==> config.mk <==
export PLATFORM = sky130hd
export DESIGN_NAME = sya_act_feeder_flat
export DESIGN_NICKNAME = d
export VERILOG_FILES = /design/src/rtl/sya_pkg.sv /design/src/rtl/sya_act_feeder_if.sv /design/src/rtl/sya_skew_line.sv /design/src/rtl/sya_act_feeder.sv /design/src/flat_wrapper.sv
export SDC_FILE = /design/constraint.sdc
export NUM_CORES = 2
export LEC_CHECK = 0
export ABC_AREA = 1
export ABC_CLOCK_PERIOD_IN_PS = 8400
export CORE_MARGIN = 4
export CORE_UTILIZATION = 55
export DETAILED_ROUTE_END_ITERATION = 7
export PLACE_DENSITY = 0.79
export SLEW_MARGIN = 10
export SYNTH_ARGS = -nofsm -noshare
export SYNTH_HDL_FRONTEND = slang
export SYNTH_SLANG_ARGS = --single-unit
==> constraint.sdc <==
create_clock -name clk -period 8.4 [get_ports clk]
set_input_delay 1.68 -clock clk [delete_from_list [all_inputs] [get_ports clk]]
set_output_delay 1.68 -clock clk [all_outputs]
set_load 0.03 [all_outputs]
==> src/rtl/sya_pkg.sv <==
// Shared systolic-array package: default array dimensions and the
// row-activation element type used by the feeder and the PE bank.
package sya_pkg;

   localparam int unsigned SYA_NUM_ROW   = 16;
   localparam int unsigned SYA_ACT_WIDTH = 8;
   localparam int unsigned SYA_K_WIDTH   = 16;

   typedef logic [SYA_ACT_WIDTH-1:0] sya_act_t;

endpackage

==> src/rtl/sya_act_feeder_if.sv <==
// Activation stream interface: upstream vector handshake plus the
// left-edge slot bus into the PE bank.
interface sya_act_feeder_if
   import sya_pkg::*;
#(
   parameter int unsigned NUM_ROW   = SYA_NUM_ROW,
   parameter int unsigned ACT_WIDTH = SYA_ACT_WIDTH
);

   logic                         in_vld;
   logic                         in_rdy;
   logic [ACT_WIDTH*NUM_ROW-1:0] in_act;
   logic                         out_rdy_left;
   logic                         out_vld_left;
   logic [ACT_WIDTH*NUM_ROW-1:0] out_act_left;
   logic                         out_acc_reset_left;
   logic                         grp_done;

   modport master (
      output in_vld, in_act, out_rdy_left,
      input  in_rdy, out_vld_left, out_act_left, out_acc_reset_left, grp_done
   );

   modport slave (
      input  in_vld, in_act, out_rdy_left,
      output in_rdy, out_vld_left, out_act_left, out_acc_reset_left, grp_done
   );

endinterface

==> src/rtl/sya_skew_line.sv <==
// Enable-gated shift register of parameterised depth/width; one per PE row
// to skew activations against the bank's valid chain.
module sya_skew_line #(
   parameter int unsigned DEPTH = 1,
   parameter int unsigned WIDTH = 8
) (
   input  logic             clk,
   input  logic             rst_n,
   input  logic             en,
   input  logic [WIDTH-1:0] din,
   output logic [WIDTH-1:0] dout
);

   logic [WIDTH-1:0] stage [DEPTH];

   always_ff @(posedge clk or negedge rst_n) begin
      if (!rst_n) begin
         for (int unsigned i = 0; i < DEPTH; i++) stage[i] <= '0;
      end else if (en) begin
         stage[0] <= din;
         for (int unsigned i = 1; i < DEPTH; i++) stage[i] <= stage[i-1];
      end
   end

   assign dout = stage[DEPTH-1];

endmodule

==> src/rtl/sya_act_feeder.sv <==
// Activation feeder: 2-entry FIFO, per-slot issue into the PE bank, row skew
// and reduction-group tracking. Build option: SYA_FEEDER_ZERO_BUBBLE_EN.
module sya_act_feeder
   import sya_pkg::*;
#(
   parameter int unsigned NUM_ROW   = SYA_NUM_ROW,
   parameter int unsigned ACT_WIDTH = SYA_ACT_WIDTH,
   parameter int unsigned K_WIDTH   = SYA_K_WIDTH
) (
   input  logic               clk,
   input  logic               rst_n,
   input  logic [K_WIDTH-1:0] cfg_k,
   sya_act_feeder_if.slave    bus
);

   localparam int unsigned VW = ACT_WIDTH * NUM_ROW;
   localparam logic [K_WIDTH-1:0] K_ONE = 1;

   logic [VW-1:0]      fifo_mem [2];
   logic               wr_ptr, rd_ptr;
   logic [1:0]         count, count_nxt;
   logic               in_rdy_q;
   logic               push, pop, issue;

   logic [VW-1:0]      issue_vec;
   logic [VW-1:0]      act_skew;
   logic               vld_q, acc_q, grp_q;
   logic [K_WIDTH-1:0] k_cnt, k_lat, k_eff;
   logic               grp_last;

   assign issue = bus.out_rdy_left;
   assign push  = bus.in_vld & in_rdy_q;
   assign pop   = issue & (count != 2'd0);

   // A group's first vector uses the live cfg_k; later vectors use the latched length.
   always_comb begin
      count_nxt = count + {1'b0, push} - {1'b0, pop};
      k_eff     = k_lat;
      if (k_cnt == '0) k_eff = (cfg_k == '0) ? K_ONE : cfg_k;
      grp_last  = (k_cnt == k_eff - K_ONE);
   end

   always_ff @(posedge clk) begin
      if (push) fifo_mem[wr_ptr] <= bus.in_act;
   end

   always_ff @(posedge clk or negedge rst_n) begin
      if (!rst_n) begin
         wr_ptr   <= 1'b0;
         rd_ptr   <= 1'b0;
         count    <= '0;
         in_rdy_q <= 1'b0;
      end else begin
         if (push) wr_ptr <= ~wr_ptr;
         if (pop)  rd_ptr <= ~rd_ptr;
         count    <= count_nxt;
         in_rdy_q <= (count_nxt < 2'd2);
      end
   end

   // issue_vec is the shared head of every skew line, so row r lands r+1 issues after its pop.
   always_ff @(posedge clk or negedge rst_n) begin
      if (!rst_n) begin
         vld_q     <= 1'b0;
         acc_q     <= 1'b0;
         grp_q     <= 1'b0;
         k_cnt     <= '0;
         k_lat     <= K_ONE;
         issue_vec <= '0;
      end else if (issue) begin
         vld_q <= pop;
         acc_q <= pop & (k_cnt == '0);
         grp_q <= pop & grp_last;
         if (pop) begin
            issue_vec <= fifo_mem[rd_ptr];
            if (k_cnt == '0) k_lat <= k_eff;
            k_cnt <= grp_last ? '0 : k_cnt + K_ONE;
         end
`ifdef SYA_FEEDER_ZERO_BUBBLE_EN
         else begin
            issue_vec <= '0;
         end
`endif
      end else begin
         grp_q <= 1'b0;
      end
   end

   for (genvar r = 0; r < NUM_ROW; r++) begin : g_row
      sya_skew_line #(
         .DEPTH (r + 1),
         .WIDTH (ACT_WIDTH)
      ) u_line (
         .clk   (clk),
         .rst_n (rst_n),
         .en    (issue),
         .din   (issue_vec[r*ACT_WIDTH +: ACT_WIDTH]),
         .dout  (act_skew[r*ACT_WIDTH +: ACT_WIDTH])
      );
   end

   assign bus.in_rdy             = in_rdy_q;
   assign bus.out_vld_left       = vld_q;
   assign bus.out_acc_reset_left = acc_q;
   assign bus.grp_done           = grp_q;
   assign bus.out_act_left       = act_skew;

endmodule
==> src/flat_wrapper.sv <==
// flat-port wrapper written by rule: the top's interface ports become plain ports
module sya_act_feeder_flat import sya_pkg::*;
#(
   parameter int unsigned NUM_ROW   = SYA_NUM_ROW,
   parameter int unsigned ACT_WIDTH = SYA_ACT_WIDTH,
   parameter int unsigned K_WIDTH   = SYA_K_WIDTH
)
  (clk, rst_n, cfg_k, bus_in_vld, bus_in_act, bus_out_rdy_left, bus_in_rdy, bus_out_vld_left, bus_out_act_left, bus_out_acc_reset_left, bus_grp_done);
  sya_act_feeder_if #(.NUM_ROW(NUM_ROW), .ACT_WIDTH(ACT_WIDTH)) bus_i ();
  input  logic clk;
  input  logic rst_n;
  input  logic [K_WIDTH-1:0] cfg_k;
  input wire logic [$bits(bus_i.in_vld)-1:0] bus_in_vld;
  input wire logic [$bits(bus_i.in_act)-1:0] bus_in_act;
  input wire logic [$bits(bus_i.out_rdy_left)-1:0] bus_out_rdy_left;
  output wire logic [$bits(bus_i.in_rdy)-1:0] bus_in_rdy;
  output wire logic [$bits(bus_i.out_vld_left)-1:0] bus_out_vld_left;
  output wire logic [$bits(bus_i.out_act_left)-1:0] bus_out_act_left;
  output wire logic [$bits(bus_i.out_acc_reset_left)-1:0] bus_out_acc_reset_left;
  output wire logic [$bits(bus_i.grp_done)-1:0] bus_grp_done;
  assign bus_i.in_vld = bus_in_vld;
  assign bus_i.in_act = bus_in_act;
  assign bus_i.out_rdy_left = bus_out_rdy_left;
  assign bus_in_rdy = bus_i.in_rdy;
  assign bus_out_vld_left = bus_i.out_vld_left;
  assign bus_out_act_left = bus_i.out_act_left;
  assign bus_out_acc_reset_left = bus_i.out_acc_reset_left;
  assign bus_grp_done = bus_i.grp_done;
  sya_act_feeder #(.NUM_ROW(NUM_ROW), .ACT_WIDTH(ACT_WIDTH), .K_WIDTH(K_WIDTH)) u_core (.clk(clk), .rst_n(rst_n), .cfg_k(cfg_k), .bus(bus_i));
endmodule
Yosys cells after proc, flatten, opt, wreduce, memory -nomap -nowiden
Memories as Yosys holds them, arrays and structs flattened. A register that Yosys moved wholly into a read port is not among the register bits.
Index checks and enable logic that the tools add are counted.
{"block": "op_classes", "add_sub_neg": 4, "n_lt_le_gt_ge": 1, "eq_ne": 1, "mux": 6, "bitwise_logic": 6, "n_reduce_logical": 6}
{"cell": "two-way mux 16 bit", "count": 3}
{"cell": "logical NOT 16 bit", "count": 2}
{"cell": "adder 16 x 1 -> 16 bit (second input constant)", "count": 1}
{"cell": "== test 16 bit", "count": 1}
{"cell": "subtractor 16 x 1 -> 16 bit (second input constant)", "count": 1}
{"cell": "bitwise AND 1 bit", "count": 4}
{"cell": "two-way mux 1 bit", "count": 3}
{"cell": "AND reduction 3 bit", "count": 1}
{"cell": "adder 2 x 1 -> 2 bit", "count": 1}
{"cell": "less-than comparator 2 bit (second input constant)", "count": 1}
{"cell": "NOT 1 bit", "count": 2}
{"cell": "AND reduction 2 bit", "count": 1}
{"cell": "nonzero test 2 bit", "count": 1}
{"cell": "subtractor 2 x 1 -> 2 bit", "count": 1}
{"cell": "logical NOT 1 bit", "count": 1}
{"block": "word_totals", "register_bits": 1128, "ram_bits": 256, "input_bits": 148, "output_inout_bits": 132, "elab_cells": 170, "memories": 1}
{"name": "u_core.fifo_mem", "words": 2, "width": 128, "read_ports": 1, "rd_clocked_by_memory_dff": 1, "write_ports": 1, "line_no": "sya_act_feeder.sv:19", "source": "logic [VW-1:0] fifo_mem [2];"}

Logic depth before layout (Yosys ltp)
{"block": "logic_depth", "word_depth": 7, "mapped_depth": 21, "mapped_depth_nobuf": 20}

Cells and area by module
From an unflattened synthesis, not the netlist that was laid out.
{"block": "unflattened", "cells_unflattened": 6102, "area_unflattened_um2": 58946.5}
{"module": "sya_act_feeder", "instances": 1, "cells_each": 1380, "area_each_um2": 16354.4, "seq_area_each_um2": 11892.7}
{"module": "sya_skew_line at u_core.g_row[15].u_line", "instances": 1, "cells_each": 549, "area_each_um2": 5019.8, "seq_area_each_um2": 3203.1}
{"module": "sya_skew_line at u_core.g_row[14].u_line", "instances": 1, "cells_each": 515, "area_each_um2": 4568.1, "seq_area_each_um2": 3002.9}
{"module": "sya_skew_line at u_core.g_row[13].u_line", "instances": 1, "cells_each": 482, "area_each_um2": 4322.9, "seq_area_each_um2": 2802.7}
{"module": "sya_skew_line at u_core.g_row[12].u_line", "instances": 1, "cells_each": 448, "area_each_um2": 4010.1, "seq_area_each_um2": 2602.5}
{"module": "sya_skew_line at u_core.g_row[11].u_line", "instances": 1, "cells_each": 414, "area_each_um2": 3698.5, "seq_area_each_um2": 2402.3}
{"module": "sya_skew_line at u_core.g_row[10].u_line", "instances": 1, "cells_each": 380, "area_each_um2": 3387.0, "seq_area_each_um2": 2202.1}
{"module": "sya_skew_line at u_core.g_row[9].u_line", "instances": 1, "cells_each": 346, "area_each_um2": 3109.2, "seq_area_each_um2": 2001.9}
{"module": "sya_skew_line at u_core.g_row[8].u_line", "instances": 1, "cells_each": 312, "area_each_um2": 2808.9, "seq_area_each_um2": 1801.7}
{"module": "sya_skew_line at u_core.g_row[7].u_line", "instances": 1, "cells_each": 278, "area_each_um2": 2506.2, "seq_area_each_um2": 1601.5}
{"module": "sya_skew_line at u_core.g_row[6].u_line", "instances": 1, "cells_each": 245, "area_each_um2": 2174.6, "seq_area_each_um2": 1401.3}
{"module": "sya_skew_line at u_core.g_row[5].u_line", "instances": 1, "cells_each": 211, "area_each_um2": 1875.5, "seq_area_each_um2": 1201.2}
{"module": "sya_skew_line at u_core.g_row[4].u_line", "instances": 1, "cells_each": 178, "area_each_um2": 1676.6, "seq_area_each_um2": 1001.0}
{"module": "sya_skew_line at u_core.g_row[3].u_line", "instances": 1, "cells_each": 144, "area_each_um2": 1355.0, "seq_area_each_um2": 800.8}
{"module": "3 more rows"}

Worst setup path before layout
No wires, ideal clock.
{"block": "synth_path", "path_type": "input port to flip-flop", "from": "input port bus_in_vld", "to": "memory u_core.fifo_mem[0][0] (netlist bit) (enable)", "setup_time_ns": 0.617, "arrival_ns": 7.120, "required_time_ns": 7.783, "slack_ns": 0.663, "path_stages": 2, "path_buffers": 0, "cell_sequence": "nand2_1 nor2_1"}
{"block": "synth_via", "elab_chain_len": 3}
{"element": "from (decl)", "line_no": "flat_wrapper.sv:13", "source": "input wire logic [$bits(bus_i.in_vld)-1:0] bus_in_vld;"}
{"element": "bitwise AND 1 bit", "line_no": "sya_act_feeder.sv:32", "source": "assign push = bus.in_vld & in_rdy_q;"}
{"element": "two-way mux 1 bit", "line_no": "sya_act_feeder.sv:44", "source": "if (push) fifo_mem[wr_ptr] <= bus.in_act;"}
{"element": "two-way mux 1 bit (implied by the code)", "line_no": "sya_act_feeder.sv:44"}
{"element": "to (decl)", "line_no": "sya_act_feeder.sv:19"}
No other way between the ends.

Worst setup path in the final report
{"block": "layout_path", "from": "input port bus_out_rdy_left", "to": "register u_core.issue_vec[56] (read register of u_core.fifo_mem)"}
{"block": "layout_via", "elab_chain_len": 2}
{"element": "from (decl)", "line_no": "flat_wrapper.sv:15", "source": "input wire logic [$bits(bus_i.out_rdy_left)-1:0] bus_out_rdy_left;"}
{"element": "bitwise AND 1 bit", "line_no": "sya_act_feeder.sv:33", "source": "assign pop = issue & (count != 2'd0);"}
{"element": "AND reduction 2 bit (no source line) *"}
{"element": "to (decl)", "line_no": "sya_act_feeder.sv:25", "source": "logic [VW-1:0] issue_vec;"}
Every way passes the cells marked *; elsewhere a longest branch is shown, timed or not.
A chain may end at the register's enable or synchronous reset.

==> results.sh <==
export IMPL_drt_iter0_markers=2684
export IMPL_core_um2=103300
export IMPL_seq_area_um2=39120
export IMPL_ys_flop_type="dfrtp_1"
export IMPL_via_per_inst=5.089
export IMPL_pin_count=280
export IMPL_clockBufferDepth=3
export IMPL_synth_xor_area_frac=0.004832
export IMPL_post_drt_wl_per_cell_um=15.21
export IMPL_async_reset_ff_frac=0.8307
export IMPL_fmax_ghz=0.2641
export IMPL_tightest_slew_ns=1.157
export IMPL_insertion_delay_ns=0.74
export IMPL_synthesis_instances=5417
export IMPL_postCtsSetupBuffers=0
export IMPL_critPathRequiredTime_ns=9.04
export IMPL_synth_area_top_cells="dfrtp_1, edfxtp_1, nand2_1"
export IMPL_power_per_cell_area_nw_per_um2=320.8
export IMPL_tritoncts="done"
export IMPL_start_util=0.5537
export IMPL_period_share=0.4508
export IMPL_stdcell_area_um2=65130
export IMPL_synth_mux_area_fraction=0.02263
export IMPL_overflow=0
export IMPL_netlist_area_um2=57230
export IMPL_cts_buffers=151
export IMPL_yosys_warnings=0
export IMPL_nNetsFinal=5616
export IMPL_firstDrtPassIters=5
export IMPL_dp_cells=6690
export IMPL_synth_top_family_by_area="simple AND/OR/NAND/NOR gates"
export IMPL_min_period_ns=3.787
export IMPL_yosys_area_share_adder=0.001093
export IMPL_ys_seq_area_frac=0.6836
export IMPL_critPathKind="input port to register"
export IMPL_routed_wirelength_um=106100
export IMPL_grt_pass1_wl_um=175000
export IMPL_syn_to_final_growth_pct=13.82
export IMPL_cts_resized_gates=0
export IMPL_syn_num_nets=5570
export IMPL_startpoint="bus_out_rdy_left"
export IMPL_worstPathArrival_ns=4.43
export IMPL_drtAntennaViolNets=0
export IMPL_layout_commonest_cell="dfrtp_1"
export IMPL_setup_viol=0
export IMPL_r2r_end="u_core.k_cnt[2]$_DFFE_PN0P_"
export IMPL_drc=0
export IMPL_synth_compound_area_frac=0.1011
export IMPL_synth_distinct_cells=35
export IMPL_dieHeight_um=330.6
export IMPL_ctsHoldBuffers=0
export IMPL_ys_ff_latch=1512
export IMPL_final_setup_worst_slack_ns=4.613
export IMPL_grt_pass1_vias=34600
export IMPL_antenna_found_initial=6
export IMPL_hold_class="register to register"
export IMPL_fill_cells=7919
export IMPL_crit_fanout=166
export IMPL_multi_input_area_um2=13980
export IMPL_drive_gt1_frac=0.07676
export IMPL_gp_congestion=0.8074
export IMPL_min_delay_start="u_core.g_row[5].u_line.stage[23]$_DFFE_PN0P_"
export IMPL_reg2reg_slack_ns=4.92
export IMPL_cts_htree_levels=4
export IMPL_gr_usage_all_layers=0.1972
export IMPL_portBuffers=279
export IMPL_maxSlewHeadroom=0.2285
export IMPL_yosysTopAreaCellShare=0.5488
export IMPL_hold_viol_final=0
export IMPL_grt_start_max_net_pins=299
export IMPL_slew_viol_final=0
export IMPL_place_ws_ns=3.868
export IMPL_avgSynthCellArea_um2=10.56
export IMPL_clk_pin_slew_worst_paths_ns=0.06
export IMPL_vias=35490
export IMPL_ff2ff_path_depth=18
export IMPL_outcome="completed"
export IMPL_instances_no_fill=6974
export IMPL_place_area_um2=60120
export IMPL_rsz0062_at_grt="no"
export IMPL_synth_simple_area_share=0.1144
export IMPL_finalSetupTns_ns=0
export IMPL_p_leak_nw=29.08
export IMPL_start_kind="input port"
export IMPL_drv_cap=0
export IMPL_synth_edff_count=256
export IMPL_whs_path_depth=2
export IMPL_fin_skew_ns=0.02296
export IMPL_die_w_um=330.6
export IMPL_worstReg2RegStart="u_core.k_cnt[0]$_DFFE_PN0P_"
export IMPL_holdPathEnd="u_core.g_row[5].u_line.stage[15]$_DFFE_PN0P_"
export IMPL_rows=118
export IMPL_vdd_drop_max_mv=0.2225
export IMPL_layout_common_cells="dfrtp_1, nand2_1, nor2_1"
export IMPL_die_area_um2=109300
export IMPL_end_kind="register"
export IMPL_clock_sinks=1512
export IMPL_clockRootBuffer="clkbuf_16"
export IMPL_hpwl_um=61800
export IMPL_synth_largest_area_cell="dfrtp_1"
[logic make-up (layout without fill, tap and decap cells)]
| group | count (synthesis) | after routing |
|---|---|---|
| xor gates and xnor gates | 30 | 30 |
| muxes | 115 | 115 |
| adders and majority gates | 5 | 5 |
| buffers and inverters | 972 | 1144 |
| AOI/OAI and AO/OA | 1124 | 1124 |
| DFF | 1512 | 1512 |
| other | 0 | 5 |
| and+or+nand+nor | 1659 | 1659 |
[per-layer routing]
layer	vias to the layer above	GRT usage	routed length [um]
met2	621	0.3207	50950
li1	17460	-	-
met3	176	0.03441	4489
met4	0	0.06275	2733
met5	-	0	0
met1	17240	0.2748	47910
[how the worst max path moves through the flow]
stage                     depth (start not counted)                               end  slack [ns]
after global routing                              7  u_core.issue_vec[44]$_DFFE_PN0P_        4.39
final                                             7  u_core.issue_vec[56]$_DFFE_PN0P_        4.61
after CTS                                         4   u_core.fifo_mem[1][0]$_DFFE_PP_        4.64
after global placement                            4  u_core.fifo_mem[1][14]$_DFFE_PP_        3.89
after detailed placement                          4  u_core.fifo_mem[1][14]$_DFFE_PP_        3.87
after floorplan                                   2   u_core.fifo_mem[0][0]$_DFFE_PP_        0.66
[area by class of cell]
type	count	area share
clock inverter	53	0.008644
tap	1380	0.02651
inverter	552	0.03197
multi-input combinational	2933	0.2147
sequential	1512	0.6006
timing repair buffer	313	0.04925
clock buffer	226	0.06810
antenna	5	0.0001921
[sequential cells by signal, summed over array words and instances, names as in the netlist, 2 cells and up]
| name | flops |
|---|---|
| u_core.count | 2 |
| u_core.fifo_mem | 256 |
| u_core.k_cnt | 16 |
| u_core.issue_vec | 128 |
| u_core.g_row.u_line.stage | 960 |
| u_core.k_lat | 16 |
| u_core.g_row.u_line.dout | 128 |
[cell usage after synthesis, types with 6 or more instances]
library cell  count
nand2_1         887
buf_1            26
edfxtp_1        256
dfrtp_1        1255
nand3_2          10
mux2_2          115
xor2_1           24
clkbuf_1        265
o21ai_0         504
nand3_1          50
nor2_1          658
nand4_1           7
a21oi_1         491
nor2_4            7
nor4_1            6
buf_4           121
nor2_2            9
nand2_2          15
a31oi_1         128
inv_1           550
[per-stage QoR]
step	power, W	utilization	hold slack [ns]
floorplan	0.01309	-	0.4492
CTS	0.02112	0.6301	0.4708
finish	0.02089	0.6302	0.4646
detailed placement	0.01439	0.5817	0.4658
global placement	0.01415	0.5817	0.4625
global route	0.02213	0.6302	0.4916
[power breakdown]
part           leakage (nW)  internal [W]  switching [W]  total (W)
Combinational          9.70       0.00149        0.00267    0.00416
Sequential             16.9       0.00926       0.000851     0.0101
Clock                  2.45       0.00384        0.00278    0.00663
Total                  29.1        0.0146        0.00630     0.0209
[worst max-delay path, stage by stage]
cell and delay (ns):
buf_16 0.42, o21ai_2 0.16, buf_4 0.26, inv_8 0.47, buf_4 0.82, nor2_1 0.10, a31oi_1 0.22
Power figures use the tool's default switching activity.
